### src/rtl/sap1_pkg.sv
// SAP-1 shared definitions: opcodes, microcode control words, control-word bit positions.
package sap1_pkg;

  localparam int unsigned RING_LEN = 6;
  localparam int unsigned OPC_W    = 4;
  localparam int unsigned CW_W     = 12;

  typedef logic [CW_W-1:0]  cw_t;
  typedef logic [OPC_W-1:0] opc_t;

  localparam opc_t OPC_LDA = 4'b0000;
  localparam opc_t OPC_ADD = 4'b0001;
  localparam opc_t OPC_SUB = 4'b0010;
  localparam opc_t OPC_OUT = 4'b1110;
  localparam opc_t OPC_HLT = 4'b1111;

  // Control word order MSB first: cp,ep,lm_n,ce_n,li_n,ei_n,la_n,ea,su,eu,lb_n,lo_n
  localparam int unsigned CW_CP   = 11;
  localparam int unsigned CW_EP   = 10;
  localparam int unsigned CW_LM_N = 9;
  localparam int unsigned CW_CE_N = 8;
  localparam int unsigned CW_LI_N = 7;
  localparam int unsigned CW_EI_N = 6;
  localparam int unsigned CW_LA_N = 5;
  localparam int unsigned CW_EA   = 4;
  localparam int unsigned CW_SU   = 3;
  localparam int unsigned CW_EU   = 2;
  localparam int unsigned CW_LB_N = 1;
  localparam int unsigned CW_LO_N = 0;

  localparam cw_t CW_NOP      = 12'h3E3;
  localparam cw_t CW_FETCH_T1 = 12'h5E3;
  localparam cw_t CW_FETCH_T2 = 12'hBE3;
  localparam cw_t CW_FETCH_T3 = 12'h263;

  localparam cw_t CW_LDA_T4 = 12'h1A3;
  localparam cw_t CW_LDA_T5 = 12'h2C3;
  localparam cw_t CW_LDA_T6 = 12'h3E3;
  localparam cw_t CW_ADD_T4 = 12'h1A3;
  localparam cw_t CW_ADD_T5 = 12'h2E1;
  localparam cw_t CW_ADD_T6 = 12'h3C7;
  localparam cw_t CW_SUB_T4 = 12'h1A3;
  localparam cw_t CW_SUB_T5 = 12'h2E1;
  localparam cw_t CW_SUB_T6 = 12'h3CF;
  localparam cw_t CW_OUT_T4 = 12'h3F2;
  localparam cw_t CW_OUT_T5 = 12'h3E3;
  localparam cw_t CW_OUT_T6 = 12'h3E3;

endpackage

### src/rtl/controller_sequencer_ring_counter.sv
// One-hot T-state ring: sync clear to T1, rotates when enabled and not frozen (falling edge).
module ring_counter
  import sap1_pkg::*;
#(
  parameter int unsigned LEN = RING_LEN
) (
  input  logic           clk,
  input  logic           clr,
  input  logic           en,
  input  logic           freeze,
  output logic [LEN-1:0] ring
);

  // Rotate one position toward the MSB; T6 wraps back to T1.
  always_ff @(negedge clk) begin
    if (clr) begin
      ring <= LEN'(1);
    end else if (en && !freeze) begin
      ring <= {ring[LEN-2:0], ring[LEN-1]};
    end
  end

endmodule

### src/rtl/controller_sequencer.sv
// SAP-1 controller/sequencer: T-state ring plus microcode decoder, falling-edge timed.
// Optional build macro SINGLE_STEP_EN adds the step input that gates ring advance.
module controller_sequencer
  import sap1_pkg::*;
#(
  parameter int unsigned RING_LEN = sap1_pkg::RING_LEN,
  parameter int unsigned OPC_W    = sap1_pkg::OPC_W
) (
  input  logic                clk,
  input  logic                clr,
  input  logic [OPC_W-1:0]    opcode,
`ifdef SINGLE_STEP_EN
  input  logic                step,
`endif
  output logic                cp,
  output logic                ep,
  output logic                lm_n,
  output logic                ce_n,
  output logic                li_n,
  output logic                ei_n,
  output logic                la_n,
  output logic                ea,
  output logic                su,
  output logic                eu,
  output logic                lb_n,
  output logic                lo_n,
  output logic                hlt,
  output logic [RING_LEN-1:0] t_state
);

  logic run_q, run_d;
  logic hlt_q, hlt_d;
  logic step_ok;
  logic adv;
  cw_t  cw;

`ifdef SINGLE_STEP_EN
  assign step_ok = step;
`else
  assign step_ok = 1'b1;
`endif

  // The first edge after clr only arms the sequencer; later edges advance it.
  assign adv = run_q && step_ok && !hlt_q;

  ring_counter #(.LEN(RING_LEN)) u_ring (
    .clk    (clk),
    .clr    (clr),
    .en     (adv),
    .freeze (hlt_q),
    .ring   (t_state)
  );

  // State register: armed and halted flags.
  always_ff @(negedge clk) begin
    if (clr) begin
      run_q <= 1'b0;
      hlt_q <= 1'b0;
    end else begin
      run_q <= run_d;
      hlt_q <= hlt_d;
    end
  end

  // Next state: arm after clr release; latch halt when entering T4 with HLT.
  always_comb begin
    run_d = 1'b1;
    hlt_d = hlt_q;
    if (adv && t_state[2] && (opcode == OPC_HLT)) begin
      hlt_d = 1'b1;
    end
  end

  // Output decode: NOP while clearing, before arming, or halted; else microcode by T-state.
  always_comb begin
    cw = CW_NOP;
    if (!clr && run_q && !hlt_q) begin
      if (t_state[0]) begin
        cw = CW_FETCH_T1;
      end else if (t_state[1]) begin
        cw = CW_FETCH_T2;
      end else if (t_state[2]) begin
        cw = CW_FETCH_T3;
      end else if (t_state[3]) begin
        case (opcode)
          OPC_LDA: cw = CW_LDA_T4;
          OPC_ADD: cw = CW_ADD_T4;
          OPC_SUB: cw = CW_SUB_T4;
          OPC_OUT: cw = CW_OUT_T4;
          default: cw = CW_NOP;
        endcase
      end else if (t_state[4]) begin
        case (opcode)
          OPC_LDA: cw = CW_LDA_T5;
          OPC_ADD: cw = CW_ADD_T5;
          OPC_SUB: cw = CW_SUB_T5;
          OPC_OUT: cw = CW_OUT_T5;
          default: cw = CW_NOP;
        endcase
      end else if (t_state[5]) begin
        case (opcode)
          OPC_LDA: cw = CW_LDA_T6;
          OPC_ADD: cw = CW_ADD_T6;
          OPC_SUB: cw = CW_SUB_T6;
          OPC_OUT: cw = CW_OUT_T6;
          default: cw = CW_NOP;
        endcase
      end
    end
  end

  assign cp   = cw[CW_CP];
  assign ep   = cw[CW_EP];
  assign lm_n = cw[CW_LM_N];
  assign ce_n = cw[CW_CE_N];
  assign li_n = cw[CW_LI_N];
  assign ei_n = cw[CW_EI_N];
  assign la_n = cw[CW_LA_N];
  assign ea   = cw[CW_EA];
  assign su   = cw[CW_SU];
  assign eu   = cw[CW_EU];
  assign lb_n = cw[CW_LB_N];
  assign lo_n = cw[CW_LO_N];
  assign hlt  = hlt_q;

endmodule
### config.mk
export PLATFORM = sky130hd
export DESIGN_NAME = controller_sequencer
export DESIGN_NICKNAME = d
export VERILOG_FILES = /design/src/rtl/sap1_pkg.sv /design/src/rtl/controller_sequencer_ring_counter.sv /design/src/rtl/controller_sequencer.sv
export SDC_FILE = /design/constraint.sdc
export NUM_CORES = 1
export LEC_CHECK = 0
export BUFFER_PORTS_ARGS = -buffer_cell sky130_fd_sc_hd__buf_2
export CELL_PAD_IN_SITES_DETAIL_PLACEMENT = 0
export CELL_PAD_IN_SITES_GLOBAL_PLACEMENT = 2
export CORE_UTILIZATION = 23
export DETAILED_ROUTE_END_ITERATION = 16
export HOLD_SLACK_MARGIN = 0.03
export MAX_ROUTING_LAYER = met4
export PLACE_DENSITY_LB_ADDON = 0.1
export SLEW_MARGIN = 30
export SYNTH_ARGS = -nofsm -noshare
export SYNTH_HDL_FRONTEND = slang
export SYNTH_SLANG_ARGS = --single-unit
### constraint.sdc
create_clock -name clk -period 3.8 [get_ports clk]
set_input_delay 1.14 -clock clk [delete_from_list [all_inputs] [get_ports clk]]
set_output_delay 1.14 -clock clk [all_outputs]
set_load 0.005 [all_outputs]
==> out/metrics.yaml <==
insertion_delay_ns: 0.32
setup_slack_ns: -0.6472
dr.pass1.iters: 4
ys_ff_latch: 8
clock-sinks: 8
crit_type: "reg -> out"
fin_area_um2: 925.9
n_antenna_cell: 0
grt_pass1_vias: 531
synthDistinctLibCells: 29
drt_wl_total_um: 1470
cts_inserted_buffers: 3
synth_top_area_share_pct: 33.25
initial_core_util_pct: 24.55
syn_area_um2: 481.7
setup_tns_ns: -7.144
clk_pin_slew_worst_paths_ns: 0.04
final_cells: 140
yosysSeqAreaShare_pct: 33.25
r2r_end: "u_ring.ring[2]$_SDFFE_NP0P_"
finClkSkew_ns: 0.01339
postSynthCellCount: 61
syn_nets: 67
worstHoldPathType: "reg -> reg"
drt-initial-drc-count: 7
fp.dieW_um: 47.77
antenna_found_initial: 0
whs_ns: 0.5986
dr_wl_met2_um: 686
gp_congestion: 0.7829
min_to: "u_ring.ring[1]$_SDFFE_NP0P_"
power_density_nw_per_um2: 252.2
synth_edf_count: 0
endpoint_kind: "output pin"
hp-start: "u_ring.ring[0]$_SDFFE_NP1P_"
io_pins: 25
crit_required_ns: 2.66
start_kind: "register"
drive_gt1_share_pct: 56.64
synth-async-reset-ratio_pct: 0
die-area_um2: 2282
synth_area_per_cell_um2: 7.897
dpl.cell_count: 123
cts_tree: "yes"
antenna_left: 0
grt_max_degree: 9
rr_worst_depth: 4
ys_top_cells_by_area: "dfxtp_1, nand2_1, a21oi_1, nor3b_4, and3b_1"
placed_cell_area_um2: 723.2
top_layer: "met4"
coreArea_um2: 1962
crit_fanout: 3
min_path_cells: 3
failed_checks: "setup timing"
crit_arrival_ns: 3.31
clockBufferDepth: 2
hpwlAfterDp_um: 1027
r2r_start: "run_q$_DFF_N_"
cap_viol_max_count: 0
dr_wl_met3_um: 64
fp-row-count: 16
grt_pass1_wl_um: 2090
grt-ovfl-total: 0
hold_viol: 0
fp.dieH_um: 47.77
relSlewSlack_pct: 72.96
status: "finished with violations"
p_leak_uw: 0.0004431
ys.flop_type: "dfxtp_1"
fill_cells: 218
irDropWorstVdd_mv: 0.1391
yosys-top-cells-count: "nand2_1, dfxtp_1, a21oi_1, o21ai_0"
grt_setup_unrepaired: "yes"
drc: 0
regToRegSetupSlack_ns: 2.70
num_vias: 617
wl_met1_um: 700
power_uw: 233.5
wl_per_cell_um: 10.50
cts.htree.levels: 1
clockRootBuffer: "clkbuf_4"
tightestPinTransition_ns: 0.4048
routed_via_density: 4.407
globalRouteTotalUtil_pct: 13.73
synth.most_common_cell: "nand2_1"
layout.nets: 121
numPortBuffers: 24
ys_warn_count: 0
yosys.area.top_type: "dfxtp_1"
setup_viol: 19
area_growth_pct: 92.21
slew_viol_final: 0
worst max-delay path, cell delays in order (launching register included):
cell and delay, ns:
dfxtp_2 0.33, nor3_4 0.22, nand3_2 0.10, or3_1 0.31, buf_2 0.13
cell usage in the layout (no fill, tap or decap), types with 2 or more instances in the layout:
cell type  count
a21oi_1        5
nand2_1       14
nand3_2        2
buf_4         13
o21ai_1        2
nor3_1         2
inv_1          9
dfxtp_4        2
and3b_1        2
buf_2         17
dfxtp_2        6
nor2_1         2
buf_6         13
nand4_1        2
clkbuf_4       3
and2_4         2
timing repair:
| item | in CTS | in global routing |
|---|---|---|
| gates resized for setup | 17 | 11 |
| endpoints found under the setup margin | 19 | 19 |
| pin swaps | 5 | 2 |
| hold buffers | 0 | 0 |
| setup buffers | 1 | 7 |
| gates cloned | 0 | 0 |
cell families after synthesis:
group,after synthesis,share of synthesized area [%]
flops,8,33.25
buf+inv,3,3.897
compound gates,10,11.43
xor+xnor,1,1.819
simple gates,39,49.62
flip-flops by register name, indices dropped and copies added, names as in the netlist:
register and cells:
hlt 1, u_ring.ring 6, run_q 1
per-stage QoR:
| stage | util [%] | worst slack, ns |
|---|---|---|
| 5_1_grt | 47.19 | -0.7520 |
| 4_1_cts | 42.86 | -0.6379 |
| 6_report | 47.19 | -0.6472 |
| 3_5_place_dp | 36.86 | -0.3603 |
| 2_1_floorplan | - | -0.2417 |
| 3_3_place_gp | 36.86 | -0.3484 |
metal layers:
| metal | vias to the layer above | global-route usage (%) |
|---|---|---|
| li1 | 325 | - |
| met1 | 270 | 16.44 |
| met2 | 18 | 20.27 |
| met3 | 4 | 3.396 |
| met4 | 0 | 8.889 |
| met5 | - | - |
report_power, final:
part	switching [µW]	internal [µW]	leakage (µW)	total, µW
sequential	3.32	87.0	0.0000688	90.3
combinational	20.5	24.3	0.000318	44.8
clock	50.8	47.6	0.0000564	98.4
final cells by class:
cell class	instances	area [µm²]	share of cell area (%)
multi-input cells	50	331.6	35.81
clock buffers	3	22.52	2.432
inverters	1	3.754	0.4054
flip-flops and latches	8	175.2	18.92
repair buffers	43	329.1	35.54
clock inverters	8	30.03	3.243
well taps	27	33.78	3.649
worst max-delay path by stage:
stage                                      from    to  slack, ns  cells past startpoint
floorplan                      hlt$_SDFFE_NP0P_    su      -0.24                      3
global placement                  run_q$_DFF_N_  lo_n      -0.35                      4
detailed placement  u_ring.ring[0]$_SDFFE_NP1P_  lo_n      -0.36                      4
CTS                 u_ring.ring[2]$_SDFFE_NP0P_  lo_n      -0.64                      4
global route        u_ring.ring[0]$_SDFFE_NP1P_  lo_n      -0.75                      4
finish              u_ring.ring[1]$_SDFFE_NP0P_  lo_n      -0.65                      4
Note: power is estimated with default switching activity, not from simulation.
